**src/rtl/func_request_responder.sv**
```systemverilog
// Responder for the two-station function-request scheme: debounces the
// IE01/IE02 request buttons, captures function/profile on each press,
// arbitrates by profile (round-robin on ties), runs a fixed busy window
// and acknowledges the requester(s).
module func_request_responder #(
   parameter int unsigned DEB_CYCLES  = 1000000,
   parameter int unsigned BUSY_CYCLES = 50000000,
   parameter int unsigned CNT_W       = 26
) (
   input  logic       clk,
   input  logic       rst_n,
   input  logic       btn_ie01_n,
   input  logic [2:0] fun_ie01,
   input  logic [1:0] prof_ie01,
   input  logic       btn_ie02_n,
   input  logic [2:0] fun_ie02,
   input  logic [1:0] prof_ie02,
   output logic       busy,
   output logic [1:0] owner,
   output logic [2:0] fun_exec,
   output logic       ack_ie01,
   output logic       ack_ie02,
   output logic       pend_ie01,
   output logic       pend_ie02
);

   localparam logic [CNT_W-1:0] DEB_LAST  = CNT_W'(DEB_CYCLES - 1);
   localparam logic [CNT_W-1:0] BUSY_LAST = CNT_W'(BUSY_CYCLES - 1);

   typedef enum logic [1:0] {IDLE, GRANT, EXEC, DONE} state_t;

   state_t           state;
   logic [1:0]       raw;
   logic [1:0]       sync_a;
   logic [1:0]       sync_b;
   logic [1:0]       acc;
   logic [1:0]       press;
   logic [CNT_W-1:0] deb_cnt [2];
   logic [CNT_W-1:0] busy_cnt;
   logic [2:0]       lat_fun1;
   logic [2:0]       lat_fun2;
   logic [1:0]       lat_prof1;
   logic [1:0]       lat_prof2;
   logic             rr;
   logic [1:0]       win;
   logic             flip;
   logic [1:0]       cap;

   assign raw = {btn_ie02_n, btn_ie01_n};

   // Synchronize both buttons and accept a new level only after it has been
   // seen for DEB_CYCLES consecutive samples; flag accepted presses.
   always_ff @(posedge clk or negedge rst_n) begin
      if (!rst_n) begin
         sync_a <= '1;
         sync_b <= '1;
         acc    <= '1;
         press  <= '0;
         for (int unsigned i = 0; i < 2; i++) deb_cnt[i] <= '0;
      end else begin
         sync_a <= raw;
         sync_b <= sync_a;
         for (int unsigned i = 0; i < 2; i++) begin
            press[i] <= 1'b0;
            if (sync_b[i] == acc[i]) begin
               deb_cnt[i] <= '0;
            end else if (deb_cnt[i] == DEB_LAST) begin
               acc[i]     <= sync_b[i];
               deb_cnt[i] <= '0;
               press[i]   <= ~sync_b[i];
            end else begin
               deb_cnt[i] <= deb_cnt[i] + 1'b1;
            end
         end
      end
   end

   // A press is captured only for a real function from a station that is
   // not currently being served.
   assign cap = press & {(fun_ie02 != 3'b000), (fun_ie01 != 3'b000)} & ~owner;

   // Winner selection from the latched requests.
   always_comb begin
      win  = '0;
      flip = 1'b0;
      if (pend_ie01 && pend_ie02) begin
         if (lat_fun1 == lat_fun2) begin
            win = 2'b11;
         end else if (lat_prof1 > lat_prof2) begin
            win = 2'b01;
         end else if (lat_prof2 > lat_prof1) begin
            win = 2'b10;
         end else begin
            win  = rr ? 2'b10 : 2'b01;
            flip = 1'b1;
         end
      end else begin
         win = {pend_ie02, pend_ie01};
      end
   end

   // Control FSM with request capture; capture is written last so a press
   // in the GRANT cycle survives the grant clearing its pend.
   always_ff @(posedge clk or negedge rst_n) begin
      if (!rst_n) begin
         state     <= IDLE;
         busy      <= 1'b0;
         owner     <= '0;
         fun_exec  <= '0;
         ack_ie01  <= 1'b0;
         ack_ie02  <= 1'b0;
         pend_ie01 <= 1'b0;
         pend_ie02 <= 1'b0;
         lat_fun1  <= '0;
         lat_fun2  <= '0;
         lat_prof1 <= '0;
         lat_prof2 <= '0;
         rr        <= 1'b0;
         busy_cnt  <= '0;
      end else begin
         ack_ie01 <= 1'b0;
         ack_ie02 <= 1'b0;
         case (state)
            IDLE: begin
               if (pend_ie01 || pend_ie02) state <= GRANT;
            end
            GRANT: begin
               if (win == 2'b00) begin
                  state <= IDLE;
               end else begin
                  owner    <= win;
                  fun_exec <= win[0] ? lat_fun1 : lat_fun2;
                  busy_cnt <= BUSY_LAST;
                  busy     <= 1'b1;
                  if (win[0]) pend_ie01 <= 1'b0;
                  if (win[1]) pend_ie02 <= 1'b0;
                  if (flip) rr <= ~rr;
                  state <= EXEC;
               end
            end
            EXEC: begin
               if (busy_cnt == '0) begin
                  busy     <= 1'b0;
                  ack_ie01 <= owner[0];
                  ack_ie02 <= owner[1];
                  state    <= DONE;
               end else begin
                  busy_cnt <= busy_cnt - 1'b1;
               end
            end
            DONE: begin
               owner    <= '0;
               fun_exec <= '0;
               state    <= IDLE;
            end
            default: state <= IDLE;
         endcase
         if (cap[0]) begin
            pend_ie01 <= 1'b1;
            lat_fun1  <= fun_ie01;
            lat_prof1 <= prof_ie01;
         end
         if (cap[1]) begin
            pend_ie02 <= 1'b1;
            lat_fun2  <= fun_ie02;
            lat_prof2 <= prof_ie02;
         end
      end
   end

endmodule

```
**config.mk**
```make
export PLATFORM = sky130hd
export DESIGN_NAME = func_request_responder
export DESIGN_NICKNAME = d
export VERILOG_FILES = /design/src/rtl/func_request_responder.sv
export SDC_FILE = /design/constraint.sdc
export NUM_CORES = 1
export LEC_CHECK = 0
export ABC_AREA = 0
export CORE_UTILIZATION = 55
export CTS_CLUSTER_SIZE = 10
export DETAILED_ROUTE_END_ITERATION = 6
export GPL_TIMING_DRIVEN = 1
export PLACE_DENSITY = 0.74
export SLEW_MARGIN = 20
export SYNTH_ARGS = -nofsm -noshare
export SYNTH_HDL_FRONTEND = slang
export SYNTH_SLANG_ARGS = --single-unit
```
**constraint.sdc**
```tcl
create_clock -name clk -period 2.1 [get_ports clk]
set_input_delay 0.42 -clock clk [delete_from_list [all_inputs] [get_ports clk]]
set_output_delay 0.42 -clock clk [all_outputs]
set_load 0.03 [all_outputs]
```
==> summary.txt <==
Status
  – Outcome: complete, no violations

Final layout
  – Post-layout nets: 596
  – Commonest non-fill, non-tap cells in the layout: dfrtp_1, nor2_1, xor2_1
  – Most common cell after layout, fill and taps aside: dfrtp_1
  – Final Non-Filler Cells: 710
  – Fraction of layout cells with a size suffix above 1: 0.1429
  – Fin area: 6248 sq um
  – Fill cells: 769
  – Synthesis-to-finish area growth: 16.06%
  – Antenna cell count: 0
  – Final Util: 0.6668

Logic synthesis
  – EDFF count, synth: 0
  – Fraction of the mapped netlist area in compound gates: 0.07437
  – Mapped Nets: 545
  – Sequential area share after synthesis: 0.5080
  – Main combinational cell family by area after synthesis: simple AND/OR/NAND/NOR gates
  – Yosys warning count: 0
  – Mapped Avg Cell Area: 10.26 sq um
  – Ys async rst share: 1.000
  – Synth cell types: 62
  – Most used DFF post-synth: dfrtp_1
  – Simple-Gate Fraction of Synth Area: 0.2652
  – Yosys reg bits: 109
  – Multiplexer share of the synthesized area: 0.02928
  – Syn Inst Count: 525
  – Adder-cell share of the synthesized area: 0.01394
  – Post-Synth XOR/XNOR Area: 0.08785
  – Mapped Area: 5384 sq um

Place
  – Post-DP Area: 5958 sq um
  – DP HPWL: 7527 um
  – Buffers on Ports: 23
  – Dpl ws: -0.1210 ns
  – Final GP Congestion: 0.9047
  – Placed Cells: 692

STA
  – Fin. max-slew vios: 0
  – Unrepaired setup endpoints after global routing: false
  – Fin crit period: 2.018 ns
  – Final hold vios: 0
  – Slew headroom: 0.6373
  – Setup ws final: 0.08153 ns
  – Final period utilization: 0.9612
  – Worst-Margin Slew: 0.5395 ns
  – Fmax: 0.4954 GHz
  – Clk_skew: 0.01310 ns
  – Final setup violation count: 0

Clock tree
  – CTS tree: built
  – CTS root buf: clkbuf_8
  – Number of CTS-inserted buffers: 9
  – Clk sinks: 109
  – Worst-path clk slew: 0.10 ns
  – Deepest clock path buffer count: 2
  – Worst-Skew Late Latency: 0.38 ns
  – Maximum level of the CTS H-tree: 3

Setup path
  – Critical Path RT: 2.36 ns
  – Critical path destination: busy_cnt[21]$_DFFE_PN0P_
  – Critical R2R Capture: busy_cnt[21]$_DFFE_PN0P_
  – CP max FO: 4
  – FF-to-FF path depth: 5
  – Origin of the critical flop-to-flop path: busy_cnt[15]$_DFFE_PN0P_
  – Worst path depth: 5
  – CP max stage cell: or4b_1
  – Critical Path End Type: flop
  – Slowest cell delay on critical path: 0.62 ns
  – Setup CP Type: flop to flop
  – Buf/Inv on CP: 1
  – Setup crit start kind: flop
  – Worst setup path startpoint: busy_cnt[15]$_DFFE_PN0P_
  – Critical path arrival: 2.28 ns
  – R2R setup slack: 0.08 ns
  – CP cell instances: or4b_1 -> buf_4 -> nor4_1 -> nand4_1 -> nor2b_1
  – Crit path max-delay family: simple AND/OR/NAND/NOR gates

Routing
  – Drt drc: 0
  – Vias per cell: 5.721
  – Post-route ant nets: 0
  – Via count: 4,062
  – Average wire per standard cell: 15.00 um
  – DRT Pass-1 Iters: 4
  – DR iter-0 viols: 152
  – Routed WL: 10,650 um

Global routing
  – Total track usage: 0.2287
  – Largest net degree at the start of global routing: 40
  – Initial antenna violation count: 0
  – Wire length of the first global-routing pass: 18,410 um
  – Vias in the first global route: 4,034
  – Overflow after GRT: 0

Pwr
  – Sw Pwr: 0.0007896 W
  – Combinational Power Share: 0.033
  – Clock Power Share: 0.385
  – Peak supply drop: 808.7 uV
  – P_int: 0.002869 W
  – Leakage: 2.578 nW
  – Final Power: 0.003658 W
  – P per Cell Area: 585.5 nW/um^2
  – Flop pwr share: 0.582
  – Net Sw Frac: 0.2158

Flow run
  – Max_cap viols: 0

Die
  – Die span in y: 100.9 um
  – Initial Util: 0.5745
  – Core area: 9371 sq um
  – Rows: 35
  – DIE AREA: 10,190 sq um
  – Die width: 100.9 um
  – Ports: 24

Min path
  – Worst min path class: input pin to async pin
worst min-delay path by stage:
stage	from	endpoint	slack, ns	cells past startpoint
after floorplan	rst_n	async pin	0.12	0
after global placement	sync_a[0]$_DFF_PN1_	sync_b[0]$_DFF_PN1_	0.35	0
after detailed placement	sync_a[1]$_DFF_PN1_	sync_b[1]$_DFF_PN1_	0.35	0
after CTS	rst_n	lat_prof2[1]$_DFFE_PN0P_	0.01	1
after global routing	rst_n	rr$_DFFE_PN0P_	0.05	1
final	rst_n	rr$_DFFE_PN0P_	0.01	1
area by class of cell:
cell class / instances / area, sq um / share of cell area
flip-flops and latches: 109 / 2735 / 0.4377
multi-input cells: 390 / 2586 / 0.4139
repair buffers: 54 / 498.0 / 0.07970
well taps: 129 / 161.4 / 0.02583
clock buffers: 11 / 141.4 / 0.02263
clock inverters: 5 / 81.33 / 0.01302
inverters: 12 / 45.04 / 0.007209
kinds of logic after synthesis:
group                    Yosys count
AND/OR/NAND/NOR                  259
flip-flops                       109
AO/OA/AOI/OAI                     56
XOR/XNOR                          54
buffers and inverters             26
multiplexers                      15
adder cells (fa/ha/maj)            6
flip-flops by register name, summed over array words and instances, names as in the netlist, named ones only:
name       cells
fun_exec       3
acc            2
ack_ie01       1
lat_fun1       3
deb_cnt       52
sync_b         2
lat_prof2      2
busy_cnt      26
ack_ie02       1
busy           1
lat_fun2       3
lat_prof1      2
sync_a         2
owner          2
state          1
pend_ie01      1
press          2
pend_ie02      1
rr             1
metrics by stage:
step / hold WS [ns] / setup TNS, ns
final: 0.01045 / 0
after detailed placement: 0.3484 / -0.4437
after CTS: 0.01397 / -0.001153
after global routing: 0.04917 / 0
after floorplan: 0.1244 / 0
after global placement: 0.3463 / 0
power by group through the flow:
stage	clock network (W)	registers, W	logic, W
after floorplan	0	0.00217	0.0000336
after global placement	0	0.00217	0.000122
after detailed placement	0	0.00217	0.000124
after CTS	0.00145	0.00213	0.000125
after global routing	0.00152	0.00213	0.000139
final	0.00141	0.00213	0.000120
layer usage:
metal | part of all wire | global-route usage | vias up
li1 | - | - | 1990
met1 | 0.45 | 0.2892 | 1992
met2 | 0.50 | 0.3957 | 72
met3 | 0.040 | 0.04438 | 8
met4 | 0.011 | 0.07358 | 0
met5 | 0 | 0 | -
synthesized netlist by cell type, drive strengths merged, types with 2 or more instances:
master	number	area, sq um
dfrtp	103	2577
nor2	76	300.3
nand3	39	205.2
xor2	39	341.6
nand2	29	108.9
nand4	22	137.6
nor4	18	146.4
o21ai	16	83.83
xnor2	15	131.4
and3	13	81.33
inv	12	45.04
nor3	12	65.06
or3	10	63.81
buf	9	51.30
mux2i	9	90.09
o31ai	8	60.06
a22o	6	52.55
dfstp	6	157.7
ha	6	75.07
mux2	6	67.56
nor2b	6	37.54
and4	5	43.79
clkbuf	5	18.77
nand2b	5	31.28
nor4b	5	50.04
a211oi	4	30.03
o211ai	4	30.03
or4	4	33.78
a31o	3	26.28
a31oi	3	18.77
and2	3	18.77
or4b	3	30.03
a21oi	2	10.01
nand3b	2	15.01
o41ai	2	17.52
or2	2	12.52
or3b	2	17.52
what timing repair did:
action	in CTS	in global routing
pin swaps	0	2
endpoints found under the hold margin	0	0
setup buffers	0	2
resized for setup	2	9
endpoints found under the setup margin	16	22
hold buffers	0	0
(Power assumes the default switching activity.)
